### config.mk
export PLATFORM = sky130hd
export DESIGN_NAME = serial_subtractor
export DESIGN_NICKNAME = d
export VERILOG_FILES = /design/src/rtl/serial_subtractor.sv
export SDC_FILE = /design/constraint.sdc
export NUM_CORES = 1
export LEC_CHECK = 0
export ABC_AREA = 1
export ABC_CLOCK_PERIOD_IN_PS = 1250
export CAP_MARGIN = 10
export CORE_MARGIN = 2
export CORE_UTILIZATION = 44
export DETAILED_ROUTE_END_ITERATION = 16
export PLACE_DENSITY = 0.78
export SLEW_MARGIN = 25
export SYNTH_ARGS = -nofsm -noshare
export SYNTH_HDL_FRONTEND = slang
export SYNTH_SLANG_ARGS = --single-unit
### constraint.sdc
create_clock -name clk -period 1.25 [get_ports clk]
set_clock_uncertainty 0.2 [all_clocks]
set_input_delay 0.25 -clock clk [delete_from_list [all_inputs] [get_ports clk]]
set_output_delay 0.25 -clock clk [all_outputs]
set_load 0.05 [all_outputs]
### src/rtl/serial_subtractor.sv
// -----------------------------------------------------------------------------
// serial_subtractor
//
// Bit-serial unsigned subtractor. Computes diff = a - b (mod 2^WIDTH) over
// WIDTH RUN cycles, LSB first, using one full-subtractor cell per cycle and a
// stored borrow between cycles.
//
// Handshake: a start seen while IDLE captures a/b on that rising edge. busy is
// high for the WIDTH cycles of RUN, then done pulses for exactly one cycle
// with diff/borrow_out already valid. start is ignored outside IDLE (no
// queuing). diff/borrow_out are held until the next result or reset.
//
// Ports:
//   clk        rising-edge clock
//   rst_n      asynchronous active-low reset
//   start      operation request, sampled only in IDLE
//   a, b       minuend / subtrahend, captured on accepted start
//   busy       high while in RUN
//   done       one-cycle pulse, result valid
//   diff       (a - b) mod 2^WIDTH, held between operations
//   borrow_out final borrow, 1 iff a < b (unsigned)
//   state_dbg  current FSM state encoding (IDLE=0, RUN=1, DONE=2)
// -----------------------------------------------------------------------------
module serial_subtractor #(
  parameter int WIDTH = 8
) (
  input  logic             clk,
  input  logic             rst_n,
  input  logic             start,
  input  logic [WIDTH-1:0] a,
  input  logic [WIDTH-1:0] b,
  output logic             busy,
  output logic             done,
  output logic [WIDTH-1:0] diff,
  output logic             borrow_out,
  output logic [1:0]       state_dbg
);

  localparam int CW = $clog2(WIDTH + 1);

  // One-hot-ish encoding so busy and done are straight flop bits.
  typedef enum logic [1:0] {
    IDLE = 2'b00,
    RUN  = 2'b01,
    DONE = 2'b10
  } state_t;

  state_t          state;
  state_t          state_next;

  // a_sr holds the minuend; as its bits are consumed from the LSB end the
  // difference bits are shifted in at the MSB, so after WIDTH shifts it holds
  // the full result.
  logic [WIDTH-1:0] a_sr;
  logic [WIDTH-1:0] b_sr;
  logic [WIDTH-1:0] a_shift;
  logic [CW-1:0]    count;
  logic             borrow_q;

  logic a0;
  logic b0;
  logic d;
  logic bo;
  logic last_bit;

  // Full-subtractor cell on the current LSBs.
  assign a0 = a_sr[0];
  assign b0 = b_sr[0];
  assign d  = a0 ^ b0 ^ borrow_q;
  assign bo = (~a0 & b0) | (~(a0 ^ b0) & borrow_q);

  generate
    if (WIDTH == 1) begin : g_shift_w1
      assign a_shift = d;
    end else begin : g_shift_wn
      assign a_shift = {d, a_sr[WIDTH-1:1]};
    end
  endgenerate

  // Current edge consumes the final bit pair.
  assign last_bit = (count == CW'(WIDTH - 1));

  // ---------------------------------------------------------------------------
  // FSM
  // ---------------------------------------------------------------------------
  always_ff @(posedge clk or negedge rst_n) begin
    if (!rst_n) begin
      state <= IDLE;
    end else begin
      state <= state_next;
    end
  end

  always_comb begin
    state_next = state;
    case (state)
      IDLE:    if (start) state_next = RUN;
      RUN:     if (last_bit) state_next = DONE;
      DONE:    state_next = IDLE;
      default: state_next = IDLE;
    endcase
  end

  // ---------------------------------------------------------------------------
  // Datapath
  // ---------------------------------------------------------------------------
  always_ff @(posedge clk or negedge rst_n) begin
    if (!rst_n) begin
      a_sr       <= '0;
      b_sr       <= '0;
      count      <= '0;
      borrow_q   <= 1'b0;
      diff       <= '0;
      borrow_out <= 1'b0;
    end else begin
      case (state)
        IDLE: begin
          if (start) begin
            a_sr     <= a;
            b_sr     <= b;
            count    <= '0;
            borrow_q <= 1'b0;
          end
        end
        RUN: begin
          a_sr     <= a_shift;
          b_sr     <= b_sr >> 1;
          borrow_q <= bo;
          count    <= count + CW'(1);
          if (last_bit) begin
            diff       <= a_shift;
            borrow_out <= bo;
          end
        end
        default: ;
      endcase
    end
  end

  assign busy      = state[0];
  assign done      = state[1];
  assign state_dbg = state;

endmodule

Word-level counts from Yosys, hierarchy flattened --
Cells that the tools add are included.
Operators by class: bitwise gates (word level) 7, multiplexer cells 11, equal/unequal tests 4, reductions and logical operators 5, add/sub/neg operators 1
Operators by type and width (number):
- one-hot mux 8 bit (2 select lines) | 2
- 2-to-1 mux 8 bit | 2
- one-hot mux 4 bit (2 select lines) | 1
- AND reduction 2 bit | 3
- adder 4 x 1 -> 4 bit (second input constant) | 1
- == test 4 x 3 -> 1 bit (second input constant) | 1
- 2-to-1 mux 2 bit | 2
- 2-to-1 mux 4 bit | 1
- inequality test 2 bit (second input constant) | 2
- one-hot mux 2 bit (2 select lines) | 1
- AND 1 bit | 2
- == test 2 x 1 -> 1 bit (second input constant) | 1
- logical NOT 2 bit | 1
- inverter 1 bit | 2
- one-hot mux 1 bit (2 select lines) | 1
- nonzero test 2 bit | 1
- bitwise XOR 1 bit | 2
- 2-to-1 mux 1 bit | 1
- OR 1 bit | 1
Storage, ports and cells: word-level logic and storage cells 35, input bits 19, register bits after elaboration 32, output and inout bits 13

Depth between registers and ports, before layout --
Gate-level depths: netlist of run 1.
depth in word-level cells 5, gate-level depth with buffers 7, mapped depth without buffers 6

Least setup slack after synthesis of run 1 --
Ideal clock, no wire load.
path type reg2reg, start reg state[0] (netlist: state_dbg[0]), end reg borrow_out, setup time 0.118 ns, arrival 1.284 ns, required time 0.932 ns, buffers on the path 1, cell stages (with the launch flop) 7, slack -0.352 ns, period minus slack after synthesis 1.602 ns, cells stage by stage dfrtp_1 > nand2_2 > inv_2 > buf_6 > nand2_4 > nand2_1 > nand2_1
Between the ends: word-level cells in the longest chain between the ends 2
Ends and longest elaborated chain:
- start: declaration | line 48 | state_t state;
- start signal: assignment | line 90 | state <= state_next;
- == test 2 x 1 -> 1 bit | line 116 | case (state)
- AND reduction 2 bit (no source line)
- end signal: assignment | line 132 | borrow_out <= bo;
- end: declaration | line 35 | output logic borrow_out,
No other way between the ends. A chain may end at the register's enable or synchronous reset.

Worst setup path after layout of run 1 --
start reg state[1] (netlist: state_dbg[1]), end reg b_sr[6]
Between the ends: word-level cells in the longest chain between the ends 3, elaborated cells on any way between the ends 6, classes of those cells eq/ne: 2; mux: 1; reduce/logical: 3
Ends and longest elaborated chain:
- == test 2 x 1 -> 1 bit or logical NOT 2 bit (tied branches) | line 116
- nonzero test 2 bit (no source line) or inequality test 2 bit (tied branches)
- AND reduction 2 bit (no source line)
- end signal: assignment | line 127 | b_sr <= b_sr >> 1;
- end: declaration | line 55 | logic [WIDTH-1:0] b_sr;
Several ways; a longest one is shown, not always the timed one.

==> results of run 1 <==
## area by class of cell
cell class / instances / area, µm² / share of cell area
clock buffers: 6 / 51.3 / 0.0191
repair buffers: 64 / 867 / 0.323
clock inverters: 2 / 10.0 / 0.00373
inverters: 6 / 42.5 / 0.0158
flip-flops and latches: 32 / 805 / 0.299
well taps: 44 / 55.1 / 0.0205
multi-input cells: 119 / 856 / 0.319
## how the worst min path moves through the flow
| stage | start | endpoint | slack, ns | cells after the start |
|---|---|---|---|---|
| 2_1_floorplan | rst_n | a_sr[0] | -0.25 | 0 |
| 5_1_grt | rst_n | a_sr[7] | 0.05 | 2 |
| 4_1_cts | rst_n | count[0] | 0.06 | 2 |
| 3_5_place_dp | b_sr[6] | b_sr[5] | 0.28 | 2 |
| 6_report | rst_n | a_sr[6] | 0.04 | 2 |
| 3_3_place_gp | b_sr[6] | b_sr[5] | 0.27 | 2 |
## logic make-up (layout without fill, tap and decap cells)
family	after synthesis	in the layout	synth area share
flip-flops	32	32	0.555
adder cells (fa/ha/maj)	2	2	0.0225
AO/OA/AOI/OAI	4	4	0.0191
buffers and inverters	15	78	0.0581
AND/OR/NAND/NOR	112	113	0.346
## power by group
group          total (W)  switching (W)  internal [W]
sequential       0.00200       0.000489       0.00151
combinational    0.00459        0.00243       0.00216
clock           0.000675       0.000408      0.000267
total            0.00727        0.00333       0.00394
## repair_timing
item	in CTS	in global routing
resized for setup	27	64
setup buffers	5	7
gates cloned	3	2
pin swaps	10	11
endpoints found under the setup margin	42	45
## cell usage in the layout, fill, tap and decap left out, drive strengths merged, types with 3 or more instances in the layout
| cell | Yosys | routed |
|---|---|---|
| nand2 | 69 | 69 |
| dfrtp | 32 | 32 |
| clkinv | 0 | 3 |
| nor2 | 5 | 6 |
| buf | 9 | 44 |
| nand3 | 37 | 37 |
| clkbuf | 0 | 8 |
| clkdlybuf4s50 | 0 | 18 |
| inv | 6 | 5 |
## per-layer routing
metal	vias up	track usage	part of all wire
li1	660	-	-
met1	737	0.291	0.34
met2	91	0.412	0.51
met3	37	0.0672	0.084
met4	0	0.118	0.069
met5	-	0	0
## flip-flops by register name (all words and copies together) (netlist names)
register / flops
a_sr: 8
b_sr: 8
borrow_out: 1
borrow_q: 1
count: 4
diff: 8
state_dbg: 2
## metrics by stage
stage	total power [W]	instances	utilization	setup WS [ns]
after floorplan	0.00356	165	-	-0.137
after global placement	0.00491	248	0.666	-0.224
after detailed placement	0.00503	248	0.666	-0.247
after CTS	0.00612	264	0.755	-0.252
after global routing	0.00756	273	0.873	-0.362
final	0.00727	273	0.873	-0.327
## worst max-delay path, delay by kind of cell (launching register included)
kind	cells	cell delay [ns]
DFF	1	0.45
and+or+nand+nor	4	0.42
buffers and inverters	3	0.41
==> metrics.yaml, run 1 <==
cells_and_area:
  fillers: 134
  drive_above_1_share: 0.515
  diodes: 0
  post-route-cell-area_um2: 2690
  area_growth_pct: 86.0
  fin_nets: 249
global_routing:
  grt_pass1_wl_um: 6600
  grt_max_degree: 33
  grt_pass1_vias: 1443
  grt-ovfl-total: 0
  grt_usage: 0.245
  antenna_found_initial: 0
clock_tree:
  htreeDepth: 2
  postCtsHoldBufs: 0
  clk-insertion-delay-late_ns: 0.37
  clock_sink_count: 32
  clk_pin_slew_ns: 0.12
  clockBufferDepth: 2
  cts_root_buffer: "clkbuf_4"
  cts_inserted_buffers: 5
  cts_tree: "done"
floorplan:
  dieArea_um2: 3760
  initial_core_util: 0.469
  die_h_um: 61.3
  ios: 32
  row_count: 20
  core_um2: 3080
  die_w_um: 61.3
sta:
  worst_slack_ns: -0.327
  hold_viol: 0
  fin_crit_sh: 1.26
  worst_pin_slew_ns: 0.231
  maxSlewHeadroom: 0.846
  final.setup.tns_ns: -10.29
  slew_viol_final: 0
  finalSetupViolations: 45
  rsz0062_at_grt: "true"
  hold_slack_ns: 0.0373
  period_needed_ns: 1.58
  max_freq_ghz: 0.634
logic_synthesis:
  netlist_top_cells_count: "nand2_1 (66), nand3_1 (37), dfrtp_1 (32)"
  synth_edf_count: 0
  synth.area.top_cells: "dfrtp_1 (55%), nand2_1 (17%), nand3_1 (13%)"
  async_flop_share: 1.00
  yosysSeqAreaShare: 0.555
  synth_ff_type: "dfrtp_1"
  ys_warn_count: 0
  syn_area_um2: 1440
  ys_ff_latch: 32
  synth_area_leader_cell: "dfrtp_1"
  synth_most_common_cell: "nand2_1"
  synth_cells: 165
  synth_cell_types: 20
  synth_nets: 186
  avgSynthCellArea_um2: 8.75
  yosysTopAreaCellShare: 0.555
drt:
  vias_per_cell: 5.59
  routed_wl_um: 5780
  dr.pass1.iters: 4
  drt_iter0_markers: 87
  ant_nets: 0
  wl_per_cell_um: 21.2
  vias: 1525
  drcViolationCount: 0
pwr:
  ir_drop_v: 0.00158
  power_leakage_nw: 1.31
  p_per_area_nw_per_um2: 2700
job:
  drv_cap: 0
setup_path:
  cp_max_fo: 8
  cp-end-kind: "flop"
  r2r_start: "state_dbg[1]"
  critical_path_class: "reg2reg"
  timing.critical_path.from_type: "flop"
  worstSetupStartpoint: "state_dbg[1]"
  cp.required_ns: 1.34
  reg2reg_depth: 7
  crit_chain: "buf_6 -> inv_8 -> nand2_8 -> nor2_4 -> clkbuf_16 -> nand2_1 -> nand3_1"
  worstPathArrival_ns: 1.67
  endpoint: "b_sr[6]"
  r2r-end: "b_sr[6]"
  critical_path.slowest_cell: "dfrtp_2"
  reg2reg_slack_ns: -0.33
  cpPeakStageDelay_ns: 0.45
placed_design:
  dp_hpwl_um: 2330
  io_buffers: 31
  post_dp_cell_area_um2: 2050
  routabilityCongestion: 0.827
status:
  status: "finished with violations"
  violations: "negative setup slack"
worst_hold_path:
  hold_path_class: "in2async"
(Power assumes the default switching activity.)
==> inputs of run 2 (changes only) <==
--- a/config.mk
+++ b/config.mk
@@ -11,7 +11,7 @@
 export CORE_MARGIN = 2
 export CORE_UTILIZATION = 44
 export DETAILED_ROUTE_END_ITERATION = 16
-export PLACE_DENSITY = 0.78
+export PLACE_DENSITY = 0.73
 export SLEW_MARGIN = 25
 export SYNTH_ARGS = -nofsm -noshare
 export SYNTH_HDL_FRONTEND = slang
==> metrics.yaml, run 2 (synthesis results as in run 1) <==
floorplan:
  dieArea_um2: 3760
  die_h_um: 61.3
  die_w_um: 61.3
  row_count: 20
  core_um2: 3080
  ios: 32
  initial_core_util: 0.469
sta:
  period_needed_ns: 1.49
  worst_pin_slew_ns: 0.226
  finalSetupViolations: 45
  slew_viol_final: 0
  hold_viol: 0
  fin_crit_sh: 1.19
  maxSlewHeadroom: 0.849
  max_freq_ghz: 0.672
  final.setup.tns_ns: -7.01
  worst_slack_ns: -0.237
  rsz0062_at_grt: "true"
clock_tree:
  clk-insertion-delay-late_ns: 0.33
  cts_root_buffer: "clkbuf_4"
  cts_tree: "done"
  cts_inserted_buffers: 5
  htreeDepth: 2
  postCtsHoldBufs: 0
  clockBufferDepth: 2
  clock_sink_count: 32
  clk_pin_slew_ns: 0.09
drt:
  vias_per_cell: 5.49
  ant_nets: 0
  drt_iter0_markers: 78
  vias: 1505
  dr.pass1.iters: 4
  drcViolationCount: 0
  wl_per_cell_um: 17.7
  routed_wl_um: 4850
cells_and_area:
  drive_above_1_share: 0.517
  fin_nets: 251
  final_core_util: 0.843
  final_cell_mix: "nand2_1 (33), dfrtp_1 (30), nand3_1 (23)"
  reg_top3: "a_sr x8, b_sr x8, diff x8"
  final_cells: 274
  area_growth_pct: 79.8
  layout_commonest_cell: "nand2_1"
  diodes: 0
pwr:
  p_total_w: 0.00712
  p_comb_frac: 0.629
  p_per_area_nw_per_um2: 2740
  clkPwrFrac: 0.092
  switching_share: 0.439
  seqPwrFrac: 0.279
  ir_drop_v: 0.00153
  switchingPower_w: 0.00313
  p_int_w: 0.00399
  power_leakage_nw: 1.32
placed_design:
  dp_cells: 247
  dp_slack_ns: -0.250
  dp_hpwl_um: 2420
  routabilityCongestion: 0.805
  io_buffers: 31
setup_path:
  critical_path_class: "reg2out"
  timing.critical_path.from_type: "flop"
  reg2reg_depth: 7
  cp-end-kind: "output pin"
  worstPathArrival_ns: 1.04
  cp.required_ns: 0.80
  crit_top_cell: "buf_12"
  reg2reg_slack_ns: -0.23
  r2r-end: "b_sr[3]"
  cpPeakStageDelay_ns: 0.44
  critical_path.slowest_cell: "dfrtp_2"
  r2r_start: "state_dbg[0]"
  crit_chain: "buf_12 -> buf_12"
  cp_max_fo: 3
job:
  drv_cap: 0
global_routing:
  grt_max_degree: 33
  antenna_found_initial: 0
  grt_usage: 0.237
  grt_pass1_wl_um: 6380
  grt_pass1_vias: 1416
  grt-ovfl-total: 0
status:
  status: "finished with violations"
  violations: "negative setup slack"
worst_hold_path:
  hold_path_class: "in2async"
run 2: worst max-delay path by stage:
stage	depth (start not counted)	start	slack, ns	end
global placement	5	start	-0.22	a_sr[3]
finish	2	state_dbg[0]	-0.24	busy
floorplan	7	state_dbg[1]	-0.14	borrow_out
detailed placement	6	start	-0.25	a_sr[3]
global route	2	state_dbg[0]	-0.28	busy
CTS	2	state_dbg[0]	-0.24	busy
run 2: area by class of cell:
class,count,area [µm²]
clock buffer,7,65.1
fill,156,482
inverter,6,32.5
multi-input combinational,120,840
sequential,32,803
tap,44,55.1
timing repair buffer,65,801
run 2: routing by layer:
layer / track usage / up-vias / part of all wire
met1: 0.286 / 732 / 0.37
met4: 0.112 / 0 / 0.051
li1: - / 665 / -
met3: 0.0651 / 25 / 0.061
met2: 0.392 / 83 / 0.52
met5: 0 / - / 0
run 2: power groups by stage:
stage | clock [W] | sequential, W | combinational, W
global placement | 0 | 0.00190 | 0.00306
finish | 0.000655 | 0.00199 | 0.00448
CTS | 0.000666 | 0.00194 | 0.00364
floorplan | 0 | 0.00236 | 0.00120
global route | 0.000730 | 0.00203 | 0.00469
detailed placement | 0 | 0.00193 | 0.00313
run 2: what timing repair did:
| action | 4_1_cts | 5_1_grt |
|---|---|---|
| gates cloned | 3 | 1 |
| hold endpoints to repair | 0 | 0 |
| pin swaps | 15 | 27 |
| setup endpoints to repair | 44 | 45 |
| gates resized for setup | 30 | 55 |
| setup buffers | 8 | 8 |
run 2: through the flow:
stage / area (µm²) / hold WS (ns)
after floorplan: 1460 / -0.246
after global placement: 2060 / 0.273
after detailed placement: 2060 / 0.285
after CTS: 2310 / 0.0693
after global routing: 2600 / 0.0549
final: 2600 / 0.0696
run 2: critical path, delay by kind of cell (launching register included):
kind / cells / cell delay (ns)
buffers and inverters: 2 / 0.27
DFF: 1 / 0.44
